### config.mk
export PLATFORM = sky130hd
export DESIGN_NAME = alu_share_arbiter
export DESIGN_NICKNAME = d
export VERILOG_FILES = /design/src/rtl/alu_share_arbiter.sv
export SDC_FILE = /design/constraint.sdc
export NUM_CORES = 1
export LEC_CHECK = 0
export CAP_MARGIN = 20
export CELL_PAD_IN_SITES_DETAIL_PLACEMENT = 1
export CELL_PAD_IN_SITES_GLOBAL_PLACEMENT = 1
export CORE_MARGIN = 4
export CORE_UTILIZATION = 28
export CTS_BUF_LIST = sky130_fd_sc_hd__clkbuf_8
export CTS_CLUSTER_DIAMETER = 80
export DETAILED_ROUTE_END_ITERATION = 10
export PLACE_DENSITY = 0.89
export REMOVE_ABC_BUFFERS = 1
export SETUP_SLACK_MARGIN = 0.05
export SYNTH_ARGS = -nofsm -noshare
export SYNTH_HDL_FRONTEND = slang
export SYNTH_SLANG_ARGS = --single-unit
export TNS_END_PERCENT = 10
### constraint.sdc
create_clock -name clk -period 1.85 [get_ports clk]
set_input_delay 0.555 -clock clk [delete_from_list [all_inputs] [get_ports clk]]
set_output_delay 0.555 -clock clk [all_outputs]
set_load 0.03 [all_outputs]
### src/rtl/alu_share_arbiter.sv
// alu_share_arbiter
//   Shares one external combinational ALU (AND/OR/ADD/SUB with carry out)
//   between two requesters. Arbitration is round-robin, and only one
//   operation is in flight at a time. Operands, opcode and results are all
//   registered.
//
// Ports
//   clk, rst                       clock and synchronous active-high reset
//   req0_* / req1_*                requester channels (valid/ready, a, b, op)
//                                  op encoding: 00 AND, 01 OR, 10 ADD, 11 SUB
//   alu_a, alu_b, alu_op           registered operands/opcode driven to the ALU
//   alu_out, alu_carry             combinational ALU result fed back
//   rsp_valid/rsp_ready            response handshake
//   rsp_id, rsp_result, rsp_carry  captured response fields
//   busy                           high while an operation is in EXEC or RESP
module alu_share_arbiter #(
  parameter int WIDTH = 4
) (
  input  logic             clk,
  input  logic             rst,
  input  logic             req0_valid,
  output logic             req0_ready,
  input  logic [WIDTH-1:0] req0_a,
  input  logic [WIDTH-1:0] req0_b,
  input  logic [1:0]       req0_op,
  input  logic             req1_valid,
  output logic             req1_ready,
  input  logic [WIDTH-1:0] req1_a,
  input  logic [WIDTH-1:0] req1_b,
  input  logic [1:0]       req1_op,
  output logic [WIDTH-1:0] alu_a,
  output logic [WIDTH-1:0] alu_b,
  output logic [1:0]       alu_op,
  input  logic [WIDTH-1:0] alu_out,
  input  logic             alu_carry,
  output logic             rsp_valid,
  input  logic             rsp_ready,
  output logic             rsp_id,
  output logic [WIDTH-1:0] rsp_result,
  output logic             rsp_carry,
  output logic             busy
);

  typedef enum logic [1:0] {
    S_IDLE = 2'd0,
    S_EXEC = 2'd1,
    S_RESP = 2'd2
  } state_e;

  state_e           state_q, state_d;
  logic             prio_q, prio_d;
  logic [WIDTH-1:0] alu_a_q, alu_a_d;
  logic [WIDTH-1:0] alu_b_q, alu_b_d;
  logic [1:0]       alu_op_q, alu_op_d;
  logic             rsp_id_q, rsp_id_d;
  logic [WIDTH-1:0] rsp_result_q, rsp_result_d;
  logic             rsp_carry_q, rsp_carry_d;
  logic             grant0, grant1;

  // Grant decode. Readies are held low during reset so that nothing is
  // accepted on the reset edge, even though the state register still
  // shows its pre-reset value.
  always_comb begin
    grant0 = 1'b0;
    grant1 = 1'b0;
    if (state_q == S_IDLE && !rst) begin
      if (req0_valid && req1_valid) begin
        grant0 = ~prio_q;
        grant1 = prio_q;
      end else begin
        grant0 = req0_valid;
        grant1 = req1_valid;
      end
    end
  end

  always_comb begin
    state_d      = state_q;
    prio_d       = prio_q;
    alu_a_d      = alu_a_q;
    alu_b_d      = alu_b_q;
    alu_op_d     = alu_op_q;
    rsp_id_d     = rsp_id_q;
    rsp_result_d = rsp_result_q;
    rsp_carry_d  = rsp_carry_q;
    case (state_q)
      S_IDLE: begin
        if (grant1) begin
          alu_a_d  = req1_a;
          alu_b_d  = req1_b;
          alu_op_d = req1_op;
          rsp_id_d = 1'b1;
          state_d  = S_EXEC;
        end else if (grant0) begin
          alu_a_d  = req0_a;
          alu_b_d  = req0_b;
          alu_op_d = req0_op;
          rsp_id_d = 1'b0;
          state_d  = S_EXEC;
        end
      end
      S_EXEC: begin
        // ALU inputs have been stable for a full cycle; sample its output.
        rsp_result_d = alu_out;
        rsp_carry_d  = alu_carry;
        state_d      = S_RESP;
      end
      S_RESP: begin
        if (rsp_ready) begin
          // The requester just served drops to low priority.
          prio_d  = ~rsp_id_q;
          state_d = S_IDLE;
        end
      end
      default: state_d = S_IDLE;
    endcase
  end

  always_ff @(posedge clk) begin
    if (rst) begin
      state_q      <= S_IDLE;
      prio_q       <= 1'b0;
      alu_a_q      <= '0;
      alu_b_q      <= '0;
      alu_op_q     <= 2'b00;
      rsp_id_q     <= 1'b0;
      rsp_result_q <= '0;
      rsp_carry_q  <= 1'b0;
    end else begin
      state_q      <= state_d;
      prio_q       <= prio_d;
      alu_a_q      <= alu_a_d;
      alu_b_q      <= alu_b_d;
      alu_op_q     <= alu_op_d;
      rsp_id_q     <= rsp_id_d;
      rsp_result_q <= rsp_result_d;
      rsp_carry_q  <= rsp_carry_d;
    end
  end

  assign req0_ready = grant0;
  assign req1_ready = grant1;
  assign alu_a      = alu_a_q;
  assign alu_b      = alu_b_q;
  assign alu_op     = alu_op_q;
  assign rsp_valid  = (state_q == S_RESP);
  assign rsp_id     = rsp_id_q;
  assign rsp_result = rsp_result_q;
  assign rsp_carry  = rsp_carry_q;
  assign busy       = (state_q != S_IDLE);

endmodule

==> impl_metrics.env <==
export IMPL_drt_pass1_iterations=4
export IMPL_pwr_share_seq=0.397
export IMPL_place_gp_congestion=0.691
export IMPL_pre_cts_slack_ns=-0.440
export IMPL_hpwl_mm=2.56
export IMPL_crit_type="flop to output port"
export IMPL_post_drt_via_cell_ratio=5.33
export IMPL_end_kind="output port"
export IMPL_drtIter0Drc=74
export IMPL_grt_pass1_wl_mm=6.38
export IMPL_slowest_stage="or3_4"
export IMPL_wire_per_inst_um=19.0
export IMPL_hold_slack_ns=0.508
export IMPL_grt_use_total=0.194
export IMPL_netlist_area_sq_um=945
export IMPL_core_area_sq_um=3130
export IMPL_start_util=0.302
export IMPL_power_leakage_nw=0.710
export IMPL_path_cells="or3_4 -> nor3_4 -> buf_6"
export IMPL_hp_class="flop to flop"
export IMPL_slew_headroom=0.781
export IMPL_share_comb_of_total_power=0.344
export IMPL_num_rows=20
export IMPL_grt_overflow=0
export IMPL_cts_sinks=19
export IMPL_rsz0062_at_grt="yes"
export IMPL_power_density_nw_per_um2=725
export IMPL_syn_inst=102
export IMPL_yosys_warnings=0
export IMPL_p_clk_frac=0.259
export IMPL_die_h_um=66.1
export IMPL_cts_buffer_depth=2
export IMPL_finalCritPeriodShare=1.04
export IMPL_max_freq_mhz=520
export IMPL_cp_num_buf_inv=1
export IMPL_cts_hold_buf=0
export IMPL_dieArea_sq_um=4370
export IMPL_antennaDiodeCount=0
export IMPL_period_needed_ns=1.92
export IMPL_crit_required_ns=1.29
export IMPL_cts_made_buffers=3
export IMPL_fin_worst_skew_ns=0.00432
export IMPL_tightest_slew_ns=0.329
export IMPL_vdd_ir_drop_max_mv=0.290
export IMPL_path_max_fanout=4
export IMPL_remaining_drc_errors=0
export IMPL_p_int_w=0.000778
export IMPL_cap_violations=0
export IMPL_grt_pass1_vias=1234
export IMPL_cts_tree="done"
export IMPL_synthToLayoutAreaGrowth_pct=71.5
export IMPL_ios=50
export IMPL_h_tree_depth=1
export IMPL_drtAntennaViolNets=0
export IMPL_ys_types=25
export IMPL_layout_nets=193
export IMPL_p_sw_w=0.000396
export IMPL_die_x_um=66.1
export IMPL_final_hold_viol_count=0
export IMPL_ys_seq_elements=19
export IMPL_drive_above_1_share=0.222
export IMPL_arrival_ns=1.37
export IMPL_failed_checks="negative setup slack"
export IMPL_vias=1097
export IMPL_root_buffer="clkbuf_8"
export IMPL_numPortBuffers=49
export IMPL_cts_clk_slew_worst_paths_ns=0.08
export IMPL_clk_latency_ns=0.26
export IMPL_start_kind="flop"
export IMPL_syn_avg_cell_area_sq_um=9.26
export IMPL_cpLargestDelayFamily="simple AND/OR/NAND/NOR gates"
export IMPL_switching_share=0.338
export IMPL_wirelength_mm=3.92
export IMPL_slew_viol_final=0
export IMPL_yosysSeqAreaShare=0.403
export IMPL_cp_slowest_stage_delay_ns=0.40
export IMPL_grt_max_degree=23
export IMPL_antenna_found_initial=0
export IMPL_layout_setup_ws_ns=-0.0731
export IMPL_status="complete, but fails checks"
export IMPL_setup_violations=2
[state kept, by name (all words and copies together) (netlist names)]
signal / count
rsp_id: 1
rsp_carry: 1
rsp_result: 4
alu_op: 2
alu_b: 4
alu_a: 4
prio_q: 1
state_q: 2
[through the flow]
step	power (W)	instances	setup TNS (ns)	utilization	cell area, sq um
floorplan	0.000661	90	-0.123	-	881
global placement	0.000860	197	-4.16	0.488	1530
detailed placement	0.000874	197	-4.92	0.488	1530
CTS	0.00117	205	-0.132	0.517	1620
global route	0.00124	206	-0.157	0.518	1620
finish	0.00117	206	-0.0858	0.518	1620
[metal layers]
layer | GRT usage | wire, um | part of all wire
met3 | 0.0510 | 266 | 0.068
met2 | 0.343 | 2030 | 0.52
met5 | 0 | 0 | 0
met4 | 0.0863 | 72 | 0.018
met1 | 0.214 | 1550 | 0.40
[power groups by stage]
| stage | Clock, W | Combinational, W | Sequential [W] |
|---|---|---|---|
| after floorplan | 0 | 0.000129 | 0.000532 |
| after global placement | 0 | 0.000387 | 0.000473 |
| after detailed placement | 0 | 0.000400 | 0.000474 |
| after CTS | 0.000303 | 0.000399 | 0.000465 |
| after global routing | 0.000339 | 0.000430 | 0.000471 |
| final | 0.000304 | 0.000404 | 0.000466 |
[Yosys cell counts]
cell type,number,area share
a311oi_1,10,0.093
or2_2,1,0.0066
o31ai_1,10,0.079
mux2i_1,6,0.064
nand2_1,1,0.0040
or2_1,1,0.0066
clkbuf_1,4,0.016
inv_1,2,0.0079
buf_2,6,0.032
nor2b_1,1,0.0066
or3_4,1,0.012
nand3b_1,1,0.0079
a21oi_1,12,0.064
nand4_1,10,0.066
and2b_2,1,0.0093
o21ba_1,1,0.011
and2_1,1,0.0066
buf_4,1,0.0079
nor3_4,2,0.034
or2b_1,1,0.0079
nand2b_1,2,0.013
dfxtp_1,19,0.40
buf_6,1,0.012
nor2_1,6,0.024
and3_1,1,0.0066
[final timing paths]
kind              cells after the start  slack [ns]     startpoint            end
setup / recovery                      3       -0.07     state_q[0]     req1_ready
hold / removal                        2        0.51  rsp_result[2]  rsp_result[2]
setup reg to reg                      6        0.17     state_q[0]      alu_op[1]
hold reg to reg                       2        0.51  rsp_result[2]  rsp_result[2]
[cell families (layout without fill, tap and decap cells)]
group | count (synthesis) | after routing | synth area share
buffers and inverters | 14 | 74 | 0.0755
flip-flops | 19 | 19 | 0.403
AND/OR/NAND/NOR | 30 | 30 | 0.212
multiplexers | 6 | 6 | 0.0636
AO/OA/AOI/OAI | 33 | 33 | 0.246
[cell usage in the layout, fill, tap and decap left out, drive strengths merged, types with 3 or more instances in the layout]
cell,Yosys,routed
o31ai,10,10
a21oi,12,12
nand4,10,10
nor2,6,6
a311oi,10,10
dfxtp,19,19
clkbuf,4,4
clkdlybuf4s50,0,26
mux2i,6,6
buf,8,22
dlygate4sd2,0,18
inv,2,3
[tightest hold or removal path, cell delays in order, from the launching register on]
cell and delay [ns]:
dfxtp_1 0.32, mux2i_1 0.07, nor2_1 0.08
[layout make-up]
| type | instances | area [sq um] |
|---|---|---|
| clock buffers | 3 | 41.3 |
| clock inverters | 1 | 3.75 |
| fillers | 360 | 1510 |
| inverters | 2 | 7.51 |
| multi-input cells | 69 | 500 |
| flip-flops and latches | 19 | 383 |
| well taps | 44 | 55.1 |
| repair buffers | 68 | 629 |
[timing repair]
| item | 4_1_cts | 5_1_grt |
|---|---|---|
| resized for setup | 39 | 2 |
| setup buffers | 4 | 1 |
| hold endpoints to repair | 0 | 0 |
| pin swaps | 4 | 3 |
| endpoints found under the setup margin | 31 | 4 |
No activity file was read; power rests on OpenSTA's default activity.
